**src/rtl/barrel_shifter_left_pipe.sv**
```systemverilog
// barrel_shifter_left_pipe
//   Pipelined left barrel shifter / rotator with valid/ready handshakes on
//   both sides. One 2:1 mux level per register stage, applied in order
//   shift-by-1, shift-by-2, shift-by-4, ... so the pipeline depth equals the
//   shift-amount width SHW = $clog2(WIDTH). Each stage stalls independently,
//   so bubbles are squeezed out even while the output is back-pressured.
//
// Ports
//   clk        in   1      rising-edge clock
//   rst        in   1      synchronous reset, active-high
//   in_valid   in   1      input beat present
//   in_ready   out  1      block accepts a beat this cycle (combinational)
//   in_data    in   WIDTH  operand
//   in_shamt   in   SHW    left shift amount 0..WIDTH-1
//   in_rotate  in   1      1 = rotate left, 0 = logical left (zero fill)
//   out_valid  out  1      result beat present
//   out_ready  in   1      downstream accepts result
//   out_data   out  WIDTH  shifted/rotated result
//   out_zero   out  1      out_data == 0, registered alongside out_data
module barrel_shifter_left_pipe #(
    parameter  int WIDTH = 8,
    localparam int SHW   = $clog2(WIDTH)
) (
    input  logic             clk,
    input  logic             rst,
    input  logic             in_valid,
    output logic             in_ready,
    input  logic [WIDTH-1:0] in_data,
    input  logic [SHW-1:0]   in_shamt,
    input  logic             in_rotate,
    output logic             out_valid,
    input  logic             out_ready,
    output logic [WIDTH-1:0] out_data,
    output logic             out_zero
);

    // Stage k (0-based) applies shift-amount bit k, i.e. a shift by 2^k.
    logic             valid_q [SHW];
    logic [WIDTH-1:0] data_q  [SHW];
    logic [SHW-1:0]   shamt_q [SHW];
    logic             rot_q   [SHW];
    logic             zero_q;

    logic             valid_d [SHW];
    logic [WIDTH-1:0] data_d  [SHW];
    logic [SHW-1:0]   shamt_d [SHW];
    logic             rot_d   [SHW];
    logic             zero_d;

    // load[k]: stage k captures its upstream this cycle. load[SHW] is the
    // downstream sink. A stage may load when it is empty or when the stage
    // after it is also moving, which lets bubbles collapse under stall.
    logic [SHW:0]     load;

    always_comb begin
        load[SHW] = out_ready;
        for (int unsigned k = SHW; k > 0; k--) begin
            load[k-1] = !valid_q[k-1] || load[k];
        end
        in_ready = load[0] && !rst;
    end

    always_comb begin
        for (int unsigned k = 0; k < SHW; k++) begin
            if (k == 0) begin
                valid_d[k] = in_valid && in_ready;
                data_d[k]  = in_data;
                shamt_d[k] = in_shamt;
                rot_d[k]   = in_rotate;
            end else begin
                valid_d[k] = valid_q[k-1];
                data_d[k]  = data_q[k-1];
                shamt_d[k] = shamt_q[k-1];
                rot_d[k]   = rot_q[k-1];
            end
            if (shamt_d[k][k]) begin
                if (rot_d[k]) begin
                    data_d[k] = (data_d[k] << (1 << k)) | (data_d[k] >> (WIDTH - (1 << k)));
                end else begin
                    data_d[k] = data_d[k] << (1 << k);
                end
            end
        end
        // Zero flag is derived from the final stage's input so it lands in
        // the same cycle as the data it describes.
        zero_d = (data_d[SHW-1] == '0);
    end

    always_ff @(posedge clk) begin
        if (rst) begin
            for (int unsigned k = 0; k < SHW; k++) begin
                valid_q[k] <= 1'b0;
                data_q[k]  <= '0;
                shamt_q[k] <= '0;
                rot_q[k]   <= 1'b0;
            end
            zero_q <= 1'b0;
        end else begin
            for (int unsigned k = 0; k < SHW; k++) begin
                if (load[k]) begin
                    valid_q[k] <= valid_d[k];
                    data_q[k]  <= data_d[k];
                    shamt_q[k] <= shamt_d[k];
                    rot_q[k]   <= rot_d[k];
                end
            end
            if (load[SHW-1]) begin
                zero_q <= zero_d;
            end
        end
    end

    assign out_valid = valid_q[SHW-1];
    assign out_data  = data_q[SHW-1];
    assign out_zero  = zero_q;

endmodule

```
**config.mk**
```make
export PLATFORM = sky130hd
export DESIGN_NAME = barrel_shifter_left_pipe
export DESIGN_NICKNAME = d
export VERILOG_FILES = /design/src/rtl/barrel_shifter_left_pipe.sv
export SDC_FILE = /design/constraint.sdc
export NUM_CORES = 1
export LEC_CHECK = 0
export ABC_AREA = 0
export BUFFER_PORTS_ARGS = -buffer_cell sky130_fd_sc_hd__buf_2
export CORE_ASPECT_RATIO = 0.9
export CORE_MARGIN = 10
export CORE_UTILIZATION = 45
export DETAILED_ROUTE_END_ITERATION = 16
export PLACE_DENSITY = 0.76
export SLEW_MARGIN = 30
export SYNTH_ARGS = -nofsm -noshare
export SYNTH_HDL_FRONTEND = slang
export SYNTH_SLANG_ARGS = --single-unit
```
**constraint.sdc**
```tcl
create_clock -name clk -period 3.5 [get_ports clk]
set_input_delay 0.7 -clock clk [delete_from_list [all_inputs] [get_ports clk]]
set_output_delay 0.7 -clock clk [all_outputs]
set_load 0.01 [all_outputs]
```
==> impl_metrics.toml <==
[clocking]
clock-sinks = 33
cts-resized-gates = 0
insertion_delay_ps = 280
cts_made_buffers = 5
h-tree-depth = 2
clk_pin_slew_ps = 60
postCtsSetupBuffers = 0
cts_hold_buf = 0
cts_tree = "done"
cts-root-buf = "clkbuf_8"
ctsLongestPathBuffers = 2

[run]
maxCapViolations = 0

[synth]
ys_seq_area_frac = 0.628
syn_area_um2 = 1560
synth_warnings = 0
synthCells = 125
synth_cell_types = 24
yosysTopAreaCell = "edfxtp_1"
syn_avg_cell_area_um2 = 12.5
netlist_top_cells_area = "edfxtp_1 62%, mux2i_1 11%, nor2_1 4.6%"
ys_dominant_reg_cell = "edfxtp_1"
yosysTopAreaCellShare = 0.615
synth_edf_count = 32
yosys-top-cells-count = "32 x edfxtp_1, 19 x nor2_1, 17 x mux2i_1"
synthesis.nets = 141
synth-seq-cells = 33
synthArstFlopShare = 0
yosysMostFrequentCell = "edfxtp_1"

[global_routing]
grt_max_degree = 26
grt_pass1_vias = 953
grt_util_all_layers = 0.0881
grt_pass1_wl_um = 4090
antenna_found_initial = 0
grt-ovfl-total = 0

[timing]
final.setup.tns_ps = 0
finalHoldViolCount = 0
slew_headroom = 0.635
fin_crit_sh = 0.724
setup_violations = 0
rsz0062_at_grt = "no"
finalCriticalPeriod_ps = 2530
hold_slack_ps = 490
tightest_slew_ps = 546
drv_slew = 0
fin_worst_skew_ps = 4.07
fmax_mhz = 395

[floorplanning]
io_pins = 27
fp.dieW_um = 82.1
die_y_um = 75.9
die_area_um2 = 6230
num_rows = 20
coreArea_um2 = 3350
start_util = 0.466

[setup_path]
cp-start-kind = "input port"
cp_slowest_cell = "a31o_2"
worstPathCellList = "buf_2 -> nor2b_1 -> a31o_2 -> inv_2 -> buf_2"
path_max_fanout = 25
crit_type = "in2out"
end_kind = "output pin"
required_ps = 2800
max_stage_delay_ps = 520
arrival_ps = 1830
crit_path_frequent_cell = "buf_2"

[layout]
final_core_util = 0.520
n_fill_cell = 302
area_growth_pct = 11.7
regArea_um2 = 981
layout.cells.non_filler = 190
multi_input_area_um2 = 488
antenna_cells = 0
drive_gt1_frac = 0.247
fin_nets = 161

[placed_design]
place_inst = 182
dp_hpwl_um = 1950
portBuffers = 26
place_congestion = 0.895

[power_and_ir_drop]
p_leak_nw = 0.735
pwr_density_cell_nw_per_um2 = 456
ir_worst_vdd_v = 0.000235
power_mw = 0.796

[route]
drt-initial-drc-count = 34
vias_per_cell = 5.00
wl_per_cell_um = 13.4
drc = 0
vias = 950
ant_nets = 0
dr.pass1.iters = 4
wirelength_um = 2540

[hold_path]
hp-class = "reg2reg"

[outcome]
outcome = "finished, final reports clean"
## routing by layer
layer | part of all wire | global-route usage | up-vias
met3 | 0.062 | 0.0413 | 6
met1 | 0.43 | 0.0871 | 438
met5 | 0 | 0 | -
met2 | 0.49 | 0.150 | 26
li1 | - | - | 480
met4 | 0.022 | 0.0509 | 0
## worst paths after layout
kind / from / to / slack, ps / cells after the start
worst min-delay path: out_zero / out_zero / 490 / 1
worst max-delay path: out_ready / in_ready / 970 / 5
worst max register to register: valid_q[0][2] / data_q[0][0] / 1760 / 3
worst min register to register: out_zero / out_zero / 490 / 1
## registers in the layout, indices dropped and copies added, names as in the netlist
name	count
data_q	24
shamt_q	3
valid_q	3
rot_q	2
out_zero	1
## area by class of cell
type	count	area share
Sequential cell	33	0.562
Timing Repair Buffer	26	0.0746
Multi-Input combinational cell	77	0.280
Inverter	2	0.00430
Tap cell	44	0.0316
Clock inverter	2	0.00574
Clock buffer	6	0.0416
## metrics by stage
| stage | setup slack [ps] | area [um2] |
|---|---|---|
| 6_report | 967 | 1740 |
| 5_1_grt | 840 | 1740 |
| 4_1_cts | 973 | 1740 |
| 3_5_place_dp | 983 | 1660 |
| 3_3_place_gp | 1080 | 1660 |
| 2_1_floorplan | 1670 | 1560 |
## kinds of logic (layout without fill, tap and decap cells)
logic type	count (synthesis)	in the layout	share of synthesized area
compound gates	13	13	0.0513
buf+inv	15	36	0.0593
flops	33	33	0.628
mux	17	17	0.109
simple gates	47	47	0.152
## where the power goes
part,leakage [nW],switching (mW),internal [mW]
combinational,0.302,0.0302,0.0313
clock,0.0450,0.127,0.137
sequential,0.388,0.0157,0.455
total,0.735,0.173,0.623
## placed cells by master (no fill, tap or decap), types with 2 or more instances in the layout
| master | n |
|---|---|
| buf_2 | 26 |
| clkinv_2 | 2 |
| and2_1 | 8 |
| clkbuf_8 | 5 |
| nand3_1 | 7 |
| nand2b_1 | 5 |
| edfxtp_1 | 32 |
| mux2i_1 | 17 |
| a21oi_1 | 8 |
| nor2_1 | 19 |
| nor2b_1 | 3 |
## worst max-delay path: cells and delay by family
family	cells	cell delay, ps
buf+inv	3	400
simple gates	1	200
compound gates	1	520
No activity file was read; power rests on OpenSTA's default activity.
